$ cat src/rtl/uart_tx_unit_pkg.sv
// uart_tx_unit_pkg: shared UART types and constants.
// Provides the 2-bit transmit FSM encoding, the baud divisor helper and the
// default oversampling and data-width constants that the receive side also uses.
package uart_tx_unit_pkg;
    typedef enum logic [1:0] {
        IDLE  = 2'd0,
        START = 2'd1,
        DATA  = 2'd2,
        STOP  = 2'd3
    } tx_state_t;
    localparam int DEF_OVS  = 16;
    localparam int DEF_DBIT = 8;
    function automatic int calc_dvsr(input int clk_hz, input int baud, input int ovs);
        return clk_hz / (baud * ovs);
    endfunction
endpackage

$ cat src/rtl/uart_tx_unit_baud_gen.sv
// uart_tx_unit_baud_gen: oversampling tick generator.
// Ports: clk, reset (sync, active high), i_clr restarts the count at 0,
// o_tick is high for one cycle when the counter reaches DVSR-1.
module uart_tx_unit_baud_gen #(
    parameter int DVSR = 10
) (
    input  logic clk,
    input  logic reset,
    input  logic i_clr,
    output logic o_tick
);
    localparam int CW = (DVSR > 1) ? $clog2(DVSR) : 1;
    localparam logic [CW-1:0] LAST = CW'(DVSR - 1);
    logic [CW-1:0] r_cnt;
    always_ff @(posedge clk) begin
        if (reset || i_clr)
            r_cnt <= '0;
        else
            r_cnt <= (r_cnt == LAST) ? '0 : r_cnt + 1'b1;
    end
    assign o_tick = (r_cnt == LAST);
endmodule

$ cat src/rtl/uart_tx_unit.sv
// uart_tx_unit: 8N1 UART transmitter with write FIFO and baud generator.
// Ports: clk, reset (sync, active high), wr_uart/w_data push a byte,
// tx_full/tx_empty report the registered FIFO state, tx_busy is high outside
// IDLE, tx is the registered serial line (idles high).
module uart_tx_unit
    import uart_tx_unit_pkg::*;
#(
    parameter int CLK_HZ  = 100_000_000,
    parameter int BAUD    = 9600,
    parameter int OVS     = DEF_OVS,
    parameter int DBIT    = DEF_DBIT,
    parameter int SB_TICK = 16,
    parameter int FIFO_AW = 4
) (
    input  logic            clk,
    input  logic            reset,
    input  logic            wr_uart,
    input  logic [DBIT-1:0] w_data,
    output logic            tx_full,
    output logic            tx_empty,
    output logic            tx_busy,
    output logic            tx
);
    localparam int DVSR  = calc_dvsr(CLK_HZ, BAUD, OVS);
    localparam int SMAX  = (OVS > SB_TICK) ? OVS : SB_TICK;
    localparam int SW    = (SMAX > 1) ? $clog2(SMAX) : 1;
    localparam int NW    = (DBIT > 1) ? $clog2(DBIT) : 1;
    localparam int DEPTH = 2 ** FIFO_AW;
    localparam logic [SW-1:0] S_OVS  = SW'(OVS - 1);
    localparam logic [SW-1:0] S_SB   = SW'(SB_TICK - 1);
    localparam logic [NW-1:0] N_LAST = NW'(DBIT - 1);

    logic [DBIT-1:0]    r_mem [DEPTH];
    logic [FIFO_AW-1:0] r_wptr, r_rptr;
    logic [FIFO_AW:0]   r_cnt;
    logic               r_full, r_empty;
    logic               w_push, w_pop, w_tick;
    logic [FIFO_AW:0]   w_cnt;
    tx_state_t          r_state, w_state;
    logic [SW-1:0]      r_s, w_s;
    logic [NW-1:0]      r_n, w_n;
    logic [DBIT-1:0]    r_b, w_b;
    logic               r_tx, w_tx;

    uart_tx_unit_baud_gen #(.DVSR(DVSR)) u_baud (
        .clk    (clk),
        .reset  (reset),
        .i_clr  (w_pop),
        .o_tick (w_tick)
    );

    // A write while full is dropped even if a pop frees a slot this cycle.
    assign w_push = wr_uart & ~r_full;
    assign w_cnt  = r_cnt + {{FIFO_AW{1'b0}}, w_push} - {{FIFO_AW{1'b0}}, w_pop};

    always_ff @(posedge clk) begin
        if (w_push)
            r_mem[r_wptr] <= w_data;
    end

    always_ff @(posedge clk) begin
        if (reset) begin
            r_wptr  <= '0;
            r_rptr  <= '0;
            r_cnt   <= '0;
            r_full  <= 1'b0;
            r_empty <= 1'b1;
        end else begin
            r_wptr  <= r_wptr + {{(FIFO_AW-1){1'b0}}, w_push};
            r_rptr  <= r_rptr + {{(FIFO_AW-1){1'b0}}, w_pop};
            r_cnt   <= w_cnt;
            r_full  <= (w_cnt == (FIFO_AW+1)'(DEPTH));
            r_empty <= (w_cnt == '0);
        end
    end

    always_ff @(posedge clk) begin
        if (reset) begin
            r_state <= IDLE;
            r_s     <= '0;
            r_n     <= '0;
            r_b     <= '0;
            r_tx    <= 1'b1;
        end else begin
            r_state <= w_state;
            r_s     <= w_s;
            r_n     <= w_n;
            r_b     <= w_b;
            r_tx    <= w_tx;
        end
    end

    always_comb begin
        w_state = r_state;
        w_s     = r_s;
        w_n     = r_n;
        w_b     = r_b;
        w_pop   = 1'b0;
        case (r_state)
            IDLE: begin
                if (!r_empty) begin
                    w_pop   = 1'b1;
                    w_b     = r_mem[r_rptr];
                    w_s     = '0;
                    w_state = START;
                end
            end
            START: begin
                if (w_tick) begin
                    if (r_s == S_OVS) begin
                        w_s     = '0;
                        w_n     = '0;
                        w_state = DATA;
                    end else
                        w_s = r_s + 1'b1;
                end
            end
            DATA: begin
                if (w_tick) begin
                    if (r_s == S_OVS) begin
                        w_s = '0;
                        w_b = r_b >> 1;
                        if (r_n == N_LAST)
                            w_state = STOP;
                        else
                            w_n = r_n + 1'b1;
                    end else
                        w_s = r_s + 1'b1;
                end
            end
            STOP: begin
                if (w_tick)
                    if (r_s == S_SB)
                        w_state = IDLE;
                    else
                        w_s = r_s + 1'b1;
            end
            default: w_state = IDLE;
        endcase
        // Line level follows the next state so it moves on the same edge.
        w_tx = (w_state == START) ? 1'b0 : (w_state == DATA) ? w_b[0] : 1'b1;
    end

    assign tx_full  = r_full;
    assign tx_empty = r_empty;
    assign tx_busy  = (r_state != IDLE);
    assign tx       = r_tx;
endmodule

$ cat config.mk
export PLATFORM = sky130hd
export DESIGN_NAME = uart_tx_unit
export DESIGN_NICKNAME = d
export VERILOG_FILES = /design/src/rtl/uart_tx_unit_pkg.sv /design/src/rtl/uart_tx_unit_baud_gen.sv /design/src/rtl/uart_tx_unit.sv
export SDC_FILE = /design/constraint.sdc
export NUM_CORES = 1
export LEC_CHECK = 0
export BUFFER_PORTS_ARGS = -buffer_cell sky130_fd_sc_hd__buf_2
export CORE_MARGIN = 2
export CORE_UTILIZATION = 50
export CTS_CLUSTER_DIAMETER = 30
export DETAILED_ROUTE_END_ITERATION = 10
export PLACE_DENSITY = 0.75
export RECOVER_POWER = 100
export SETUP_SLACK_MARGIN = 0.05
export SLEW_MARGIN = 10
export SYNTH_ARGS = -nofsm -noshare
export SYNTH_HDL_FRONTEND = slang
export SYNTH_SLANG_ARGS = --single-unit
$ cat constraint.sdc
create_clock -name clk -period 3.8 [get_ports clk]
set_clock_uncertainty 0.15 [all_clocks]
set_input_delay 0.76 -clock clk [delete_from_list [all_inputs] [get_ports clk]]
set_output_delay 0.76 -clock clk [all_outputs]
set_load 0.02 [all_outputs]
==> results of run 1 <==
## cell families (layout without fill, tap and decap cells)
family / after synthesis / after routing / synth area share
compound gates: 38 / 38 / 0.03663
xor+xnor: 16 / 16 / 0.02001
fa+ha+maj: 20 / 20 / 0.03681
buf+inv: 33 / 69 / 0.02144
flops: 171 / 171 / 0.6718
mux: 44 / 44 / 0.1311
simple gates: 120 / 120 / 0.08219
## layout by cell type, fill, tap and decap left out, drive strengths merged, types with 2 or more instances in the layout
cell type | synthesis | final
xnor2 | 7 | 7
mux4 | 38 | 38
o21bai | 2 | 2
a221oi | 6 | 6
nor3 | 11 | 11
inv | 15 | 22
dfxtp | 43 | 43
a21o | 2 | 2
nor2b | 9 | 9
nor2 | 53 | 53
nand2 | 13 | 13
and3b | 2 | 2
buf | 6 | 4
clkinvlp | 0 | 4
mux2i | 4 | 4
nor4b | 2 | 2
or4 | 2 | 2
a21oi | 14 | 14
and3 | 3 | 3
and2 | 4 | 4
ha | 19 | 19
clkinv | 1 | 5
or3 | 3 | 3
clkbuf | 11 | 34
nand2b | 4 | 4
o21ai | 4 | 4
xor2 | 9 | 9
mux2 | 2 | 2
edfxtp | 128 | 128
nand3 | 12 | 12
## metrics by stage
stage / hold slack [ps] / worst slack [ps] / utilization
3_3_place_gp: 308.7 / 750.2 / 0.5282
3_5_place_dp: 328.3 / 607.6 / 0.5282
6_report: 331.7 / 559.1 / 0.5660
5_1_grt: 359.0 / 326.4 / 0.5660
4_1_cts: 342.7 / 544.5 / 0.5686
2_1_floorplan: 287.5 / 982.6 / -
## worst paths after layout
path	slack, ps	start	end
max reg2reg	560	r_rptr[0]$_SDFF_PP0_	r_b[2]$_SDFFE_PP0P_
min	330	u_baud.r_cnt[0]$_SDFF_PP0_	u_baud.r_cnt[0]$_SDFF_PP0_
min reg2reg	330	u_baud.r_cnt[0]$_SDFF_PP0_	u_baud.r_cnt[0]$_SDFF_PP0_
max	560	r_rptr[0]$_SDFF_PP0_	r_b[2]$_SDFFE_PP0P_
## cell type report
type                            instances  area, um2
Tap cell                              180      225.2
Inverter                               16      60.06
Fill cell                            1069       5977
Sequential cell                       171       4705
Timing Repair Buffer                   21      101.3
Multi-Input combinational cell        238       2148
Clock inverter                         15      131.4
Clock buffer                           17      425.4
## power by group through the flow
stage	logic, mW	clock network (mW)	registers, mW
floorplan	0.934	0	2.27
global placement	1.14	0	2.30
detailed placement	1.18	0	2.31
CTS	1.20	1.66	2.27
global route	1.28	1.74	2.29
finish	1.17	1.63	2.27
## critical path, delay by kind of cell, from the launching register on
family          cells  cell delay, ps
mux                 2            1090
flops               1            1000
buf+inv             1             470
compound gates      1             310
simple gates        1              80
## flip-flops by register name, summed over array words and instances (netlist names)
signal and flops:
tx_full 1, tx 1, u_baud.r_cnt 10, r_cnt 5, r_rptr 4, tx_empty 1
r_b 8, r_mem 128, r_wptr 4, r_state 2, r_s 4, r_n 3
## metal layers
metal,up-vias,global-route usage,part of all wire
met2,77,0.3031,0.50
met4,0,0.07902,0.015
met1,1918,0.2454,0.44
li1,1736,-,-
met3,19,0.04461,0.041
met5,-,0,0
==> flow_metrics.py, run 1 <==
metrics = {
    "floorplanning": {
        "rows": 43,
        "die_width_um": 122.3,
        "die_h_um": 122.3,
        "io_pins": 15,
        "fp.dieArea_um2": 14970,
        "start_util": 0.5084,
        "core-area_um2": 13770,
    },
    "clock_tree": {
        "numCtsBuffers": 17,
        "cts_max_level": 4,
        "cts_tree": "built",
        "post_cts_buffers": 0,
        "cts.path.max_buffers": 2,
        "clkTransAtPathRegs_ps": 70,
        "clk_latency_ps": 440,
        "cts_resized": 0,
        "cts-hold-fix-buffers": 0,
        "cts_root_buf": "clkbuf_16",
        "cts_sinks": 171,
    },
    "cells_and_area": {
        "final-instance-count-excl-fill": 658,
        "layout-drive-gt1-share": 0.1632,
        "stdcell_area_um2": 7796,
        "area_growth_pct": 11.33,
        "antenna_cells": 0,
        "fin_nets": 496,
    },
    "yosys": {
        "ys_seq_area_frac": 0.6718,
        "synth_area_leaders": "edfxtp_1 (55%), dfxtp_1 (12%), mux4_2 (12%), ha_1 (3.4%), nor2_1 (2.8%)",
        "synth.avg_cell_area_um2": 15.84,
        "syn_inst": 442,
        "synth_fp_nets": 473,
        "yosysWarnings": 0,
        "synth_edf_count": 128,
        "ys_seq_elements": 171,
        "synth.largest_area_cell": "edfxtp_1",
        "synthFlopType": "edfxtp_1",
        "syn_area_um2": 7003,
        "synthArstFlopShare": 0,
        "synth.most_common_cell": "edfxtp_1",
        "yosys.area.top_type_share": 0.5489,
        "synth_cell_types": 46,
        "synthTopCellsByCount": "edfxtp_1 (128), nor2_1 (53), dfxtp_1 (43)",
    },
    "sta": {
        "finalCriticalPeriod_ps": 3241,
        "slew_violations": 0,
        "worstMarginPinSlew_ps": 1029,
        "hold_violations": 0,
        "setup_viol": 0,
        "max_slew_margin": 0.3132,
        "finalSetupTns_ps": 0,
        "fmax_mhz": 308.6,
        "grt_setup_unrepaired": "false",
        "timing.final.crit_share": 0.8529,
    },
    "setup_path": {
        "cp_cell_sequence": "clkbuf_1 > mux4_2 > mux4_2 > a221oi_1 > nor3_1",
        "r2r_cells": 5,
        "crit_required_ps": 3950,
        "crit_arrival_ps": 3390,
        "slowest_delay_ps": 1000,
        "worstSetupEndpointType": "register",
        "slowest_stage": "dfxtp_1",
        "crit_type": "reg2reg",
        "cp_max_fo": 15,
        "cpMostUsedCell": "mux4_2",
        "crit_path_start_kind": "register",
    },
    "drt": {
        "routed_wl_um": 12820,
        "drc_errors": 0,
        "vias_per_cell": 5.699,
        "ant_nets": 0,
        "drt_iter0_drc": 429,
        "avgRoutedWirePerCell_um": 19.48,
        "vias": 3750,
        "drt-pass1-iter-count": 5,
    },
    "global_routing": {
        "grt_max_degree": 36,
        "antenna_found_initial": 0,
        "grt_pass1_vias": 3784,
        "grt_use_total": 0.1877,
        "grt_first_pass_wirelength_um": 20470,
        "grt_overflow_total": 0,
    },
    "flow_run": {
        "maxCapViolCount": 0,
    },
    "placement": {
        "hpwl_um": 8202,
        "gp_congestion": 0.7597,
        "placed_cell_area_um2": 7274,
        "port_buffers": 14,
        "place_inst": 626,
    },
    "pwr": {
        "power_density_nw_per_um2": 650.7,
        "p_sw_frac": 0.2953,
        "max-vdd-ir-drop_mv": 0.4447,
        "finalPower_mw": 5.073,
        "p_switching_mw": 1.498,
        "seqPwrFrac": 0.447,
        "power_leakage_nw": 2.583,
        "comb_power_share": 0.231,
        "pwr-share-clk": 0.322,
        "intPower_mw": 3.575,
    },
    "hold_path": {
        "min_path_cells": 1,
        "holdCritPathClass": "reg2reg",
    },
    "run_status": {
        "status": "finished, final reports clean",
    },
}
Power figures use the tool's default switching activity.
==> inputs of run 2 (changes only) <==
--- a/config.mk
+++ b/config.mk
@@ -7,10 +7,10 @@
 export LEC_CHECK = 0
 export BUFFER_PORTS_ARGS = -buffer_cell sky130_fd_sc_hd__buf_2
 export CORE_MARGIN = 2
-export CORE_UTILIZATION = 50
+export CORE_UTILIZATION = 25
 export CTS_CLUSTER_DIAMETER = 30
 export DETAILED_ROUTE_END_ITERATION = 10
-export PLACE_DENSITY = 0.75
+export PLACE_DENSITY = 0.48
 export RECOVER_POWER = 100
 export SETUP_SLACK_MARGIN = 0.05
 export SLEW_MARGIN = 10
==> constraint.sdc (replaced) <==
create_clock -name clk -period 4.05 [get_ports clk]
set_clock_uncertainty 0.15 [all_clocks]
set_input_delay 0.81 -clock clk [delete_from_list [all_inputs] [get_ports clk]]
set_output_delay 0.81 -clock clk [all_outputs]
set_load 0.02 [all_outputs]
==> flow_metrics.py, run 2 (synthesized netlist as in run 1, its figures left out) <==
metrics = {
    "run_status": {
        "status": "finished, violations left",
        "violations": "max-capacitance violations, max-slew violations",
    },
    "cells_and_area": {
        "filler_cell_count": 2762,
        "final_common_cell": "edfxtp_1",
        "area_growth_pct": 15.44,
        "final_cell_mix": "edfxtp_1 (128), nor2_1 (53), dfxtp_1 (42)",
        "final_core_util": 0.2918,
        "largest_reg_flops": 128,
        "regMostFlops": "r_mem",
        "reg_top3": "r_mem (128), u_baud.r_cnt (10), r_b (8)",
        "antenna_cells": 0,
        "fin_nets": 494,
        "layout-drive-gt1-share": 0.1618,
    },
    "setup_path": {
        "cpMostUsedCell": "mux4_2",
        "r2r_cells": 4,
        "crit_required_ps": 4190,
        "r2r-start": "r_rptr[1]$_SDFF_PP0_",
        "rr_endpoint": "r_b[1]$_SDFFE_PP0P_",
        "crit_arrival_ps": 3370,
        "startpoint": "r_rptr[1]$_SDFF_PP0_",
        "critPathBufInv": 0,
        "path_depth": 4,
        "crit_path_start_kind": "register",
        "reg2reg_setup_slack_ps": 820,
        "slowest_delay_ps": 1540,
        "slowest_stage": "dfxtp_1",
        "worstSetupEndpointType": "register",
        "cp-endpoint": "r_b[1]$_SDFFE_PP0P_",
        "cp_cell_sequence": "mux4_2 > mux4_2 > a221oi_1 > nor3_1",
        "cp_max_fo": 35,
        "path_delay_family": "flip-flops",
        "crit_type": "reg2reg",
    },
    "global_routing": {
        "grtUsageMet2": 0.1681,
        "grt.met3_usage": 0.02646,
        "grt_max_degree": 36,
        "antenna_found_initial": 0,
        "grt_use_total": 0.1022,
        "grt_pass1_vias": 3935,
        "busiest_layer": "met2",
        "use_met1": 0.1308,
        "grt_overflow_total": 0,
        "grt_first_pass_wirelength_um": 22120,
    },
    "drt": {
        "drt_iter0_drc": 213,
        "drc_errors": 0,
        "routed_wl_um": 13950,
        "drt-pass1-iter-count": 4,
        "avgRoutedWirePerCell_um": 16.33,
        "vias": 3733,
        "vias_per_cell": 4.371,
        "ant_nets": 0,
    },
    "clock_tree": {
        "cts_tree": "built",
        "cts_sinks": 171,
        "clkTransAtPathRegs_ps": 70,
        "cts-hold-fix-buffers": 0,
        "cts.path.max_buffers": 2,
        "numCtsBuffers": 17,
        "cts_max_level": 4,
        "post_cts_buffers": 0,
        "cts_resized": 0,
        "cts_root_buf": "clkbuf_16",
        "clk_latency_ps": 430,
    },
    "floorplanning": {
        "die_width_um": 171.4,
        "core-area_um2": 27710,
        "fp.dieArea_um2": 29370,
        "rows": 61,
        "die_h_um": 171.4,
        "io_pins": 15,
        "start_util": 0.2528,
    },
    "sta": {
        "finalSetupTns_ps": 0,
        "finalCriticalPeriod_ps": 3230,
        "slew_violations": 37,
        "fmax_mhz": 309.6,
        "max_slew_margin": -0.2080,
        "timing.final.crit_share": 0.7976,
        "worstMarginPinSlew_ps": 1810,
        "fin_ws_ps": 819.9,
        "hold_violations": 0,
        "setup_viol": 0,
        "grt_setup_unrepaired": "false",
    },
    "pwr": {
        "max-vdd-ir-drop_mv": 0.3302,
        "finalPower_mw": 4.945,
        "power_density_nw_per_um2": 611.8,
        "power_leakage_nw": 2.614,
    },
    "placement": {
        "port_buffers": 14,
        "gp_congestion": 0.7902,
        "hpwl_um": 9332,
        "dp_slack_ps": 846.3,
    },
    "flow_run": {
        "maxCapViolCount": 2,
    },
    "hold_path": {
        "holdCritPathClass": "reg2reg",
    },
}
-- run 2: cell types whose count changed in the layout (fill, tap and decap cells not counted), moves of 2 or more --
cell        previous run  this run
inv_8                  5         7
bufinv_16              0         2
inv_6                  2         4
clkinvlp_4             4         0
-- run 2: metrics by stage --
stage / instance area, um2 / hold slack (ps) / instances
floorplan: 7003 / 287.5 / 442
global placement: 7513 / 312.1 / 822
detailed placement: 7513 / 323.3 / 822
CTS: 8127 / 339.0 / 854
global route: 8084 / 363.4 / 854
finish: 8084 / 340.1 / 854
-- run 2: per-layer routing --
metal  vias up  part of all wire
met5         -                 0
met2        55              0.48
met1      1935              0.47
met4         0             0.015
met3        18             0.033
li1       1725                 -
-- run 2: layout make-up --
type,count,area (um2),share of cell area
Clock inverter,15,187.7,0.02322
Tap cell,378,473.0,0.05850
Sequential cell,171,4706,0.5821
Multi-Input combinational cell,238,2142,0.2650
Timing Repair Buffer,19,90.09,0.01114
Clock buffer,17,425.4,0.05262
Inverter,16,60.06,0.007429
-- run 2: how the worst min path moves through the flow --
stage / startpoint / to / depth (start not counted)
finish: u_baud.r_cnt[0]$_SDFF_PP0_ / u_baud.r_cnt[0]$_SDFF_PP0_ / 1
global route: u_baud.r_cnt[0]$_SDFF_PP0_ / u_baud.r_cnt[0]$_SDFF_PP0_ / 1
CTS: u_baud.r_cnt[0]$_SDFF_PP0_ / u_baud.r_cnt[0]$_SDFF_PP0_ / 1
detailed placement: u_baud.r_cnt[0]$_SDFF_PP0_ / u_baud.r_cnt[0]$_SDFF_PP0_ / 1
global placement: u_baud.r_cnt[0]$_SDFF_PP0_ / u_baud.r_cnt[0]$_SDFF_PP0_ / 1
floorplan: u_baud.r_cnt[0]$_SDFF_PP0_ / u_baud.r_cnt[0]$_SDFF_PP0_ / 1
-- run 2: power by group --
group          internal [mW]  switching (mW)  total [mW]  leakage, nW
logic                  0.529           0.548        1.08        0.800
registers               2.02           0.144        2.17         1.51
clock network          0.946           0.757        1.70        0.306
total                   3.50            1.45        4.95         2.61
==> inputs of run 3 (changes only) <==
--- a/config.mk
+++ b/config.mk
@@ -5,12 +5,13 @@
 export SDC_FILE = /design/constraint.sdc
 export NUM_CORES = 1
 export LEC_CHECK = 0
+export ABC_AREA = 1
 export BUFFER_PORTS_ARGS = -buffer_cell sky130_fd_sc_hd__buf_2
 export CORE_MARGIN = 2
 export CORE_UTILIZATION = 25
 export CTS_CLUSTER_DIAMETER = 30
 export DETAILED_ROUTE_END_ITERATION = 10
-export PLACE_DENSITY = 0.48
+export PLACE_DENSITY = 0.49
 export RECOVER_POWER = 100
 export SETUP_SLACK_MARGIN = 0.05
 export SLEW_MARGIN = 10
==> constraint.sdc (replaced) <==
create_clock -name clk -period 2.6 [get_ports clk]
set_clock_uncertainty 0.15 [all_clocks]
set_input_delay 0.52 -clock clk [delete_from_list [all_inputs] [get_ports clk]]
set_output_delay 0.52 -clock clk [all_outputs]
set_load 0.02 [all_outputs]
==> flow_metrics.py, run 3 <==
metrics = {
    "drt": {
        "drt_iter0_drc": 342,
        "drc_errors": 0,
        "vias": 4866,
        "routed_wl_um": 16580,
        "avgRoutedWirePerCell_um": 14.64,
        "vias_per_cell": 4.299,
        "drt-pass1-iter-count": 4,
        "ant_nets": 0,
    },
    "cells_and_area": {
        "regMostFlops": "r_mem",
        "filler_cell_count": 2960,
        "area_growth_pct": 15.52,
        "largest_reg_flops": 128,
        "fin_nets": 766,
        "final_cell_mix": "nor2_1 (140), edfxtp_1 (128), nand2_1 (87)",
        "reg_top3": "r_mem (128), u_baud.r_cnt (10), r_b (8)",
        "final_common_cell": "nor2_1",
        "antenna_cells": 0,
        "layout-drive-gt1-share": 0.08556,
    },
    "yosys": {
        "synthFlopType": "edfxtp_1",
        "synth_area_leaders": "edfxtp_1 (52%), dfxtp_1 (12%), nor2_1 (7.1%), o21ai_0 (4.8%), nand2_1 (4.5%)",
        "ys_seq_elements": 171,
        "syn_area_um2": 7322,
        "synthTopCellsByCount": "nor2_1 (139), edfxtp_1 (128), nand2_1 (87)",
        "synthArstFlopShare": 0,
        "yosys.area.top_type_share": 0.5249,
        "synth_cell_types": 38,
        "synth_edf_count": 128,
        "synth.most_common_cell": "nor2_1",
        "syn_inst": 697,
        "ys_seq_area_frac": 0.6425,
        "synth.avg_cell_area_um2": 10.51,
        "synth_fp_nets": 728,
        "yosysWarnings": 0,
        "synth.largest_area_cell": "edfxtp_1",
    },
    "global_routing": {
        "grt_overflow_total": 0,
        "grt_use_total": 0.1133,
        "grt_first_pass_wirelength_um": 26410,
        "grt_pass1_vias": 4785,
        "antenna_found_initial": 0,
        "grt_max_degree": 67,
    },
    "floorplanning": {
        "die_h_um": 175.1,
        "rows": 62,
        "core-area_um2": 28780,
        "io_pins": 15,
        "start_util": 0.2544,
        "fp.dieArea_um2": 30670,
        "die_width_um": 175.1,
    },
    "clock_tree": {
        "cts_tree": "built",
        "cts_max_level": 4,
        "clkTransAtPathRegs_ps": 70,
        "clk_latency_ps": 430,
        "cts_resized": 0,
        "cts_root_buf": "clkbuf_16",
        "cts-hold-fix-buffers": 0,
        "numCtsBuffers": 17,
        "post_cts_buffers": 0,
        "cts.path.max_buffers": 2,
        "cts_sinks": 171,
    },
    "setup_path": {
        "reg2reg_setup_slack_ps": 180,
        "crit_path_start_kind": "register",
        "cp_max_fo": 4,
        "worstSetupEndpointType": "register",
        "crit_required_ps": 2800,
        "crit_type": "reg2reg",
        "crit_arrival_ps": 2620,
    },
    "sta": {
        "finalSetupTns_ps": 0,
        "grt_setup_unrepaired": "false",
        "worstMarginPinSlew_ps": 893.3,
        "finalCriticalPeriod_ps": 2422,
        "max_slew_margin": 0.4045,
        "setup_viol": 0,
        "slew_violations": 0,
        "timing.final.crit_share": 0.9316,
        "hold_violations": 0,
        "fmax_mhz": 412.9,
    },
    "pwr": {
        "power_leakage_nw": 2.961,
        "power_density_nw_per_um2": 955.3,
        "finalPower_mw": 8.080,
        "max-vdd-ir-drop_mv": 0.5196,
    },
    "run_status": {
        "status": "finished, final reports clean",
    },
    "flow_run": {
        "maxCapViolCount": 0,
    },
    "placement": {
        "gp_congestion": 0.7489,
        "port_buffers": 14,
        "hpwl_um": 10600,
    },
    "hold_path": {
        "holdCritPathClass": "in2reg",
    },
}
[run 3: cell types whose count changed after synthesis, moves of 13 or more]
| cell | before | now |
|---|---|---|
| mux4_2 | 38 | 0 |
| inv_1 | 15 | 45 |
| o21ai_0 | 3 | 70 |
| a21oi_1 | 14 | 31 |
| o211ai_1 | 0 | 13 |
| nor2_1 | 53 | 139 |
| nand2_1 | 13 | 87 |
| nand3_1 | 12 | 28 |
[run 3: metal layers]
metal,part of all wire,track usage,vias to the layer above
met3,0.043,0.02198,14
met4,0.013,0.03924,0
li1,-,-,2482
met2,0.48,0.1867,70
met5,0,0,-
met1,0.47,0.1487,2300
[run 3: cell type report]
type,instances,area [um2],share of cell area
Clock inverter,15,150.1,0.01775
Tap cell,384,480.5,0.05680
Multi-Input combinational cell,450,2260,0.2672
Clock buffer,17,425.4,0.05030
Inverter,50,187.7,0.02219
Timing Repair Buffer,45,250.2,0.02959
Sequential cell,171,4705,0.5562
[run 3: logic make-up after synthesis]
| group | count (synthesis) | share of synthesized area |
|---|---|---|
| fa+ha+maj | 20 | 0.03520 |
| simple gates | 286 | 0.1651 |
| flops | 171 | 0.6425 |
| buf+inv | 76 | 0.04750 |
| compound gates | 136 | 0.1001 |
| xor+xnor | 8 | 0.009568 |
[run 3: where the power goes]
group	leakage, nW	switching (mW)	internal, mW	total [mW]
sequential	1.51	0.107	3.15	3.26
clock	0.279	1.16	1.27	2.44
combinational	1.17	1.60	0.784	2.38
[run 3: critical path: stages, from the launching register on]
cell	delay [ps]
dfxtp_1	330
inv_1	80
ha_2	210
inv_2	60
nor2_1	50
ha_1	280
inv_1	40
ha_1	200
fa_2	360
nand2_1	70
nand2_1	50
a21oi_1	150
xnor2_1	150
nor2_1	70
a21oi_1	100
[run 3: path summary, 6_finish.rpt]
check	from	endpoint	cells past startpoint
setup / recovery	r_state[0]$_SDFF_PP0_	tx_empty$_SDFF_PP1_	14
hold / removal	reset	r_n[2]$_SDFFE_PP0P_	3
setup reg to reg	r_state[0]$_SDFF_PP0_	tx_empty$_SDFF_PP1_	14
hold reg to reg	u_baud.r_cnt[0]$_SDFF_PP0_	u_baud.r_cnt[0]$_SDFF_PP0_	1
[run 3: stage by stage]
| step | instance area, um2 | worst slack [ps] | hold WS, ps | util | std cells |
|---|---|---|---|---|---|
| final | 8458 | 177.9 | 301.7 | 0.2939 | 1132 |
| after global routing | 8458 | 45.26 | 309.9 | 0.2939 | 1132 |
| after CTS | 8564 | 68.79 | 289.2 | 0.2976 | 1132 |
| after detailed placement | 7989 | 32.38 | 305.0 | 0.2776 | 1100 |
| after global placement | 7989 | 51.33 | 296.5 | 0.2776 | 1100 |
| after floorplan | 7327 | 56.40 | 280.0 | - | 697 |
